File: src/rtl/mem_exception_commit_pkg.sv
// Shared definitions for the MEM-stage exception commit unit.
// Contents: CP0 Cause.ExcCode constants, exception vector base/offset
// defaults, the per-instruction exception flag vector carried into MEM,
// and the commit FSM state type.
package mem_exception_commit_pkg;

  localparam logic [4:0] EXC_INT  = 5'd0;
  localparam logic [4:0] EXC_MOD  = 5'd1;
  localparam logic [4:0] EXC_TLBL = 5'd2;
  localparam logic [4:0] EXC_TLBS = 5'd3;
  localparam logic [4:0] EXC_ADEL = 5'd4;
  localparam logic [4:0] EXC_ADES = 5'd5;
  localparam logic [4:0] EXC_SYS  = 5'd8;
  localparam logic [4:0] EXC_BP   = 5'd9;
  localparam logic [4:0] EXC_RI   = 5'd10;
  localparam logic [4:0] EXC_CPU  = 5'd11;
  localparam logic [4:0] EXC_OV   = 5'd12;
  localparam logic [4:0] EXC_TR   = 5'd13;

  localparam logic [31:0] EXC_BASE_BEV_DEF  = 32'hBFC0_0200;
  localparam logic [31:0] EXC_BASE_NORM_DEF = 32'h8000_0000;
  localparam logic [31:0] GEN_OFFSET_DEF    = 32'h0000_0180;
  localparam logic [31:0] REFILL_OFFSET_DEF = 32'h0000_0000;

  typedef struct packed {
    logic Interrupt;
    logic WrongAddressinIF;
    logic TLBRefillinIF;
    logic TLBInvalidinIF;
    logic ReservedInstruction;
    logic CoprocessorUnusable;
    logic Syscall;
    logic Break;
    logic Overflow;
    logic Trap;
    logic RdWrongAddressinMEM;
    logic WrWrongAddressinMEM;
    logic RdTLBRefillinMEM;
    logic RdTLBInvalidinMEM;
    logic WrTLBRefillinMEM;
    logic WrTLBInvalidinMEM;
    logic TLBModified;
    logic Eret;
    logic Refetch;
  } ExceptinPipeType;

  typedef enum logic [0:0] {IDLE, REDIRECT} exc_state_e;

endpackage

File: src/rtl/exc_priority_encoder.sv
// Combinational priority encoder: reduces the MEM exception flag vector to a
// single winning cause.
// Ports:
//   except_i        exception flags of the MEM instruction
//   valid_o         any flag set (including Eret/Refetch)
//   exc_code_o      Cause.ExcCode of the winning exception
//   is_refill_o     winner is a TLB refill (selects the refill vector)
//   is_inst_addr_o  winner is an IF-side address/TLB fault (BadVAddr = PC)
//   is_data_addr_o  winner is a data-side address/TLB/Mod fault
//   is_eret_o       winner is ERET (no real exception pending)
//   is_refetch_o    winner is Refetch (no real exception pending)
module exc_priority_encoder
  import mem_exception_commit_pkg::*;
(
  input  ExceptinPipeType except_i,
  output logic            valid_o,
  output logic [4:0]      exc_code_o,
  output logic            is_refill_o,
  output logic            is_inst_addr_o,
  output logic            is_data_addr_o,
  output logic            is_eret_o,
  output logic            is_refetch_o
);

  always_comb begin
    valid_o        = |except_i;
    exc_code_o     = EXC_INT;
    is_refill_o    = 1'b0;
    is_inst_addr_o = 1'b0;
    is_data_addr_o = 1'b0;
    is_eret_o      = 1'b0;
    is_refetch_o   = 1'b0;
    if (except_i.Interrupt) begin
      exc_code_o = EXC_INT;
    end else if (except_i.WrongAddressinIF) begin
      exc_code_o     = EXC_ADEL;
      is_inst_addr_o = 1'b1;
    end else if (except_i.TLBRefillinIF) begin
      exc_code_o     = EXC_TLBL;
      is_inst_addr_o = 1'b1;
      is_refill_o    = 1'b1;
    end else if (except_i.TLBInvalidinIF) begin
      exc_code_o     = EXC_TLBL;
      is_inst_addr_o = 1'b1;
    end else if (except_i.ReservedInstruction) begin
      exc_code_o = EXC_RI;
    end else if (except_i.CoprocessorUnusable) begin
      exc_code_o = EXC_CPU;
    end else if (except_i.Syscall) begin
      exc_code_o = EXC_SYS;
    end else if (except_i.Break) begin
      exc_code_o = EXC_BP;
    end else if (except_i.Overflow) begin
      exc_code_o = EXC_OV;
    end else if (except_i.Trap) begin
      exc_code_o = EXC_TR;
    end else if (except_i.RdWrongAddressinMEM) begin
      exc_code_o     = EXC_ADEL;
      is_data_addr_o = 1'b1;
    end else if (except_i.WrWrongAddressinMEM) begin
      exc_code_o     = EXC_ADES;
      is_data_addr_o = 1'b1;
    end else if (except_i.RdTLBRefillinMEM || except_i.RdTLBInvalidinMEM) begin
      // Refill wins over invalid within the group: it picks the refill vector
      exc_code_o     = EXC_TLBL;
      is_data_addr_o = 1'b1;
      is_refill_o    = except_i.RdTLBRefillinMEM;
    end else if (except_i.WrTLBRefillinMEM || except_i.WrTLBInvalidinMEM) begin
      exc_code_o     = EXC_TLBS;
      is_data_addr_o = 1'b1;
      is_refill_o    = except_i.WrTLBRefillinMEM;
    end else if (except_i.TLBModified) begin
      exc_code_o     = EXC_MOD;
      is_data_addr_o = 1'b1;
    end else if (except_i.Eret) begin
      is_eret_o = 1'b1;
    end else if (except_i.Refetch) begin
      is_refetch_o = 1'b1;
    end
  end

endmodule

File: src/rtl/mem_exception_commit.sv
// MEM-stage exception commit unit.
// Takes the prioritised MEM exception, pulses CP0 update strobes and a
// one-cycle flush, then holds a redirect request toward IF until accepted.
// Also handles ERET returns and Refetch redirects. All outputs registered.
// Ports:
//   clk, resetn (synchronous, active low)
//   MEM_* : MEM instruction valid/flags/PC/delay-slot/data address
//   CP0_* : Status.BEV, Status.EXL, current EPC
//   IF_RedirectReady : IF accepts the redirect
//   Exc_Flush, Exc_RedirectValid/PC, Exc_Busy : pipeline control
//   Exc_CP0Wr/ExcCode, Exc_EPCWr/EPC/BD, Exc_BadVAddrWr/BadVAddr, Exc_IsEret
// Optional: define EXC_PERF_COUNT_EN to add Exc_ExcCount, a saturating count
// of taken exceptions (ERET/Refetch excluded).
module mem_exception_commit
  import mem_exception_commit_pkg::*;
#(
  parameter logic [31:0] EXC_BASE_BEV  = EXC_BASE_BEV_DEF,
  parameter logic [31:0] EXC_BASE_NORM = EXC_BASE_NORM_DEF,
  parameter logic [31:0] GEN_OFFSET    = GEN_OFFSET_DEF,
  parameter logic [31:0] REFILL_OFFSET = REFILL_OFFSET_DEF
) (
  input  logic            clk,
  input  logic            resetn,
  input  logic            MEM_Valid,
  input  ExceptinPipeType MEM_ExceptType,
  input  logic [31:0]     MEM_PC,
  input  logic            MEM_IsInDelaySlot,
  input  logic [31:0]     MEM_DataAddr,
  input  logic            CP0_StatusBEV,
  input  logic            CP0_StatusEXL,
  input  logic [31:0]     CP0_EPC,
  input  logic            IF_RedirectReady,
  output logic            Exc_Flush,
  output logic            Exc_RedirectValid,
  output logic [31:0]     Exc_RedirectPC,
  output logic            Exc_CP0Wr,
  output logic [4:0]      Exc_ExcCode,
  output logic            Exc_EPCWr,
  output logic [31:0]     Exc_EPC,
  output logic            Exc_BD,
  output logic            Exc_BadVAddrWr,
  output logic [31:0]     Exc_BadVAddr,
  output logic            Exc_IsEret,
`ifdef EXC_PERF_COUNT_EN
  output logic [31:0]     Exc_ExcCount,
`endif
  output logic            Exc_Busy
);

  exc_state_e  state_q, state_d;
  logic        flush_q, flush_d, rvalid_q, rvalid_d, busy_q, busy_d;
  logic        cp0wr_q, cp0wr_d, epcwr_q, epcwr_d, bd_q, bd_d;
  logic        badwr_q, badwr_d, iseret_q, iseret_d;
  logic [4:0]  code_q, code_d;
  logic [31:0] rpc_q, rpc_d, epc_q, epc_d, bad_q, bad_d;

  logic        enc_valid, enc_refill, enc_inst_addr, enc_data_addr, enc_eret, enc_refetch;
  logic [4:0]  enc_code;
  logic        trigger;
  logic [31:0] vec_base;

  exc_priority_encoder u_prio (
    .except_i       (MEM_ExceptType),
    .valid_o        (enc_valid),
    .exc_code_o     (enc_code),
    .is_refill_o    (enc_refill),
    .is_inst_addr_o (enc_inst_addr),
    .is_data_addr_o (enc_data_addr),
    .is_eret_o      (enc_eret),
    .is_refetch_o   (enc_refetch)
  );

  assign trigger  = MEM_Valid && (state_q == IDLE) && enc_valid;
  assign vec_base = CP0_StatusBEV ? EXC_BASE_BEV : EXC_BASE_NORM;

  always_comb begin
    state_d  = state_q;
    flush_d  = 1'b0;
    cp0wr_d  = 1'b0;
    epcwr_d  = 1'b0;
    badwr_d  = 1'b0;
    iseret_d = 1'b0;
    rvalid_d = rvalid_q;
    busy_d   = busy_q;
    rpc_d    = rpc_q;
    code_d   = code_q;
    epc_d    = epc_q;
    bd_d     = bd_q;
    bad_d    = bad_q;
    unique case (state_q)
      IDLE: begin
        if (trigger) begin
          state_d  = REDIRECT;
          flush_d  = 1'b1;
          rvalid_d = 1'b1;
          busy_d   = 1'b1;
          if (enc_eret) begin
            iseret_d = 1'b1;
            rpc_d    = CP0_EPC;
          end else if (enc_refetch) begin
            rpc_d = MEM_PC;
          end else begin
            cp0wr_d = 1'b1;
            code_d  = enc_code;
            // EPC/BD are frozen while already at exception level
            epcwr_d = !CP0_StatusEXL;
            epc_d   = MEM_IsInDelaySlot ? (MEM_PC - 32'd4) : MEM_PC;
            bd_d    = MEM_IsInDelaySlot;
            if (enc_inst_addr) begin
              badwr_d = 1'b1;
              bad_d   = MEM_PC;
            end else if (enc_data_addr) begin
              badwr_d = 1'b1;
              bad_d   = MEM_DataAddr;
            end
            rpc_d = vec_base + ((enc_refill && !CP0_StatusEXL) ? REFILL_OFFSET : GEN_OFFSET);
          end
        end
      end
      REDIRECT: begin
        if (IF_RedirectReady) begin
          state_d  = IDLE;
          rvalid_d = 1'b0;
          busy_d   = 1'b0;
        end
      end
      default: state_d = IDLE;
    endcase
  end

  always_ff @(posedge clk) begin
    if (!resetn) begin
      state_q  <= IDLE;
      flush_q  <= 1'b0;
      rvalid_q <= 1'b0;
      busy_q   <= 1'b0;
      cp0wr_q  <= 1'b0;
      epcwr_q  <= 1'b0;
      badwr_q  <= 1'b0;
      iseret_q <= 1'b0;
      bd_q     <= 1'b0;
      code_q   <= 5'd0;
      rpc_q    <= 32'd0;
      epc_q    <= 32'd0;
      bad_q    <= 32'd0;
    end else begin
      state_q  <= state_d;
      flush_q  <= flush_d;
      rvalid_q <= rvalid_d;
      busy_q   <= busy_d;
      cp0wr_q  <= cp0wr_d;
      epcwr_q  <= epcwr_d;
      badwr_q  <= badwr_d;
      iseret_q <= iseret_d;
      bd_q     <= bd_d;
      code_q   <= code_d;
      rpc_q    <= rpc_d;
      epc_q    <= epc_d;
      bad_q    <= bad_d;
    end
  end

  assign Exc_Flush         = flush_q;
  assign Exc_RedirectValid = rvalid_q;
  assign Exc_RedirectPC    = rpc_q;
  assign Exc_CP0Wr         = cp0wr_q;
  assign Exc_ExcCode       = code_q;
  assign Exc_EPCWr         = epcwr_q;
  assign Exc_EPC           = epc_q;
  assign Exc_BD            = bd_q;
  assign Exc_BadVAddrWr    = badwr_q;
  assign Exc_BadVAddr      = bad_q;
  assign Exc_IsEret        = iseret_q;
  assign Exc_Busy          = busy_q;

`ifdef EXC_PERF_COUNT_EN
  logic [31:0] cnt_q;

  always_ff @(posedge clk) begin
    if (!resetn) begin
      cnt_q <= 32'd0;
    end else if (cp0wr_q && (cnt_q != 32'hFFFF_FFFF)) begin
      cnt_q <= cnt_q + 32'd1;
    end
  end

  assign Exc_ExcCount = cnt_q;
`endif

endmodule

File: config.mk
export PLATFORM = sky130hd
export DESIGN_NAME = mem_exception_commit
export DESIGN_NICKNAME = d
export VERILOG_FILES = /design/src/rtl/mem_exception_commit_pkg.sv /design/src/rtl/exc_priority_encoder.sv /design/src/rtl/mem_exception_commit.sv
export SDC_FILE = /design/constraint.sdc
export NUM_CORES = 1
export LEC_CHECK = 0
export CORE_MARGIN = 10
export CORE_UTILIZATION = 42
export DETAILED_ROUTE_END_ITERATION = 16
export PLACE_DENSITY = 0.81
export SLEW_MARGIN = 20
export SYNTH_ARGS = -nofsm -noshare
export SYNTH_HDL_FRONTEND = slang
export SYNTH_HIERARCHICAL = 1
export SYNTH_SLANG_ARGS = --single-unit
File: constraint.sdc
create_clock -name clk -period 3.43 [get_ports clk]
set_clock_uncertainty 0.1 [all_clocks]
set_input_delay 0.5145 -clock clk [delete_from_list [all_inputs] [get_ports clk]]
set_output_delay 0.5145 -clock clk [all_outputs]
set_load 0.05 [all_outputs]
==> results.ini <==
[finish]
utilization=0.6672
nets=940
area_delta_synth_final_pct=55.76
diodes=0
drive_above_1_share=0.07421
seq_area_um2=2182
fill_cells=960
stdcell_count=969
multiInputGateArea_um2=2731

[clock_tree]
cts_sinks=109
cts_max_level=3
cts_root_buf=clkbuf_16
post_cts_resized=0
post_cts_buffers=0
cts.clk_slew.worst_paths_ns=0.07
numCtsBuffers=9
clock_latency_ns=0.35
clockBufferDepth=2
cts_tree=done
cts_hold_buf=0

[synth]
ys.flop_type=dfxtp_1
async_reset_ff_frac=0
synth_enable_flop_cells=0
syn_inst=606
syn_nets=729
synth_warnings=6
synth_cell_types=50
ys_seq_area_frac=0.4241
ys_seq_elements=109
avgSynthCellArea_um2=8.490
syn_area_um2=5145

[drt]
avgViaCountPerCell=5.754
drt_iter0_drc=389
vias=5576
ant_nets=0
wl_per_cell_um=20.28
first_pass_iters=5
routed_wl_um=19650
route.detailed.drc=0

[power]
p_int_mw=2.400
p_leak_nw=2.808
ir_drop_mv=0.2545
switching_share=0.3265
clkPwrFrac=0.324
switchingPower_mw=1.163
seqPwrFrac=0.394
powerDensity_nw_per_um2=444.6
p_comb_frac=0.282

[setup_path]
cp.arrival_ns=3.31
crit_path_start_kind=primary input
required_ns=3.59
path_class=primary input to register
critPathCaptureType=register
crit_fanout=42

[timing]
slew_headroom=0.3856
holdWs_ns=0.3590
rsz0062_at_grt=no
fin_crit_ns=3.153
hold_viol_final=0
layout_setup_ws_ns=0.2773
worst_slew_pin_slew_ns=0.9186
setup_violations=0
fin_crit_sh=0.9192
fin_setup_tns_ns=0
drv_slew=0
fmaxAchievable_mhz=317.2

[global_route]
grt_antenna_before_repair=1
grt_max_degree=64
grt_pass1_vias=5712
overflow=0
grt_pass1_wl_um=30350
grt_usage=0.2220

[floorplanning]
initial_core_util=0.4283
die_y_um=130.7
die-area_um2=17080
fp.coreArea_um2=12010
ios=231
num_rows=40
die_x_um=130.7

[placement]
gp_congestion=0.8913
dp_cells=952
dp_hpwl_um=14710
post-place-ws_ns=-0.09242
port_buffers=230

[hold_path]
hold_path_class=register to register

[status]
status=finished clean

[run]
cap_viol_max_count=0

[final timing paths]
check / startpoint / endpoint / slack, ns / cells after the start
max: MEM_ExceptType[15] / Exc_BadVAddr[17]$_SDFFE_PN0P_ / 0.28 / 9
min: Exc_RedirectPC[31]$_SDFFE_PN0P_ / Exc_RedirectPC[31]$_SDFFE_PN0P_ / 0.36 / 2
max reg2reg: state_q$_SDFF_PN0_ / Exc_BadVAddr[17]$_SDFFE_PN0P_ / 1.16 / 5
min reg2reg: Exc_RedirectPC[31]$_SDFFE_PN0P_ / Exc_RedirectPC[31]$_SDFFE_PN0P_ / 0.36 / 2
[layout by cell type, fill, tap and decap left out, types with 3 or more instances in the layout]
cell	instances
mux2i_1	32
xor2_1	9
a221oi_1	14
buf_12	5
nand2b_1	3
or2_2	4
o31ai_1	9
nor4_1	12
nand3_1	13
a31oi_1	13
clkdlybuf4s50_1	230
a311oi_1	7
a21oi_1	33
nor3_1	31
nor2_1	68
a211oi_1	38
or4_1	13
inv_1	10
nand2_1	34
a22oi_1	11
buf_4	19
o31a_1	4
dfxtp_1	109
nor4_2	3
or3_1	7
nand4_1	5
o21ai_0	39
clkbuf_16	9
[logic make-up (layout without fill, tap and decap cells)]
kind of cell,after synthesis,count (layout),share of synthesized area
AO/OA/AOI/OAI,176,176,0.2271
buffers and inverters,65,281,0.05034
adder cells (fa/ha/maj),1,1,0.002432
AND/OR/NAND/NOR,211,211,0.2142
other,1,1,0.0007289
XOR/XNOR,11,11,0.01873
multiplexers,32,32,0.06226
flip-flops,109,109,0.4241
[metal layers]
layer / vias up / GRT usage / part of all wire / wire [µm]
li1: 2683 / - / - / -
met1: 2621 / 0.2514 / 0.39 / 7685
met2: 240 / 0.3833 / 0.49 / 9642
met3: 30 / 0.06809 / 0.096 / 1891
met4: 2 / 0.08502 / 0.021 / 421
met5: - / 0 / 0.00066 / 13
[area by class of cell]
class / instances / share of cell area
Clock buffer: 9 / 0.02810
Timing Repair Buffer: 254 / 0.3176
Inverter: 11 / 0.005152
Multi-Input combinational cell: 432 / 0.3408
Sequential cell: 109 / 0.2723
Tap cell: 147 / 0.02295
Clock inverter: 7 / 0.01311
[power by group through the flow]
stage               registers (mW)  clock network [mW]  logic (mW)
floorplan                     1.74                   0       0.246
global placement              1.43                   0       0.981
detailed placement            1.43                   0        1.00
CTS                           1.40                1.16        1.00
global route                  1.41                1.21        1.06
finish                        1.40                1.15        1.01
[Yosys cell counts, drive strengths merged, types with 7 or more instances]
| master | instances | area [µm²] |
|---|---|---|
| nor3 | 33 | 176.4 |
| or3 | 7 | 43.79 |
| or4 | 15 | 120.1 |
| a22oi | 11 | 82.58 |
| xor2 | 9 | 78.83 |
| inv | 11 | 41.29 |
| o21ai | 39 | 195.2 |
| a221oi | 14 | 122.6 |
| a31oi | 13 | 81.33 |
| nand3 | 13 | 65.06 |
| mux2i | 32 | 320.3 |
| dfxtp | 109 | 2182 |
| a21oi | 33 | 165.2 |
| nor2 | 70 | 265.3 |
| a311oi | 7 | 61.31 |
| buf | 10 | 52.55 |
| nor4 | 16 | 127.6 |
| o31ai | 9 | 67.56 |
| a211oi | 39 | 297.8 |
| nand2 | 34 | 127.6 |
| clkbuf | 44 | 165.2 |
[critical path, cell delays in order]
cell and delay, ns:
clkdlybuf4s50_1 0.42, or4_1 0.60, nand3b_4 0.22, a21oi_1 0.14, nor2_1 0.09, nor3_4 0.70
buf_12 0.29, nor2_1 0.07, a211oi_1 0.23
[flip-flops by register name (all words and copies together) (netlist names)]
signal and flops:
Exc_BadVAddr 32, Exc_EPC 32, Exc_RedirectPC 32, Exc_ExcCode 5, Exc_BD 1, Exc_BadVAddrWr 1
Exc_Busy 1, Exc_CP0Wr 1, Exc_EPCWr 1, Exc_Flush 1, Exc_IsEret 1, state_q 1
[metrics by stage]
stage / cell area, µm² / total power [mW]
2_1_floorplan: 5145 / 1.985
3_3_place_gp: 7664 / 2.410
3_5_place_dp: 7664 / 2.432
4_1_cts: 7994 / 3.566
5_1_grt: 8014 / 3.683
6_report: 8014 / 3.563
(Power assumes the default switching activity.)
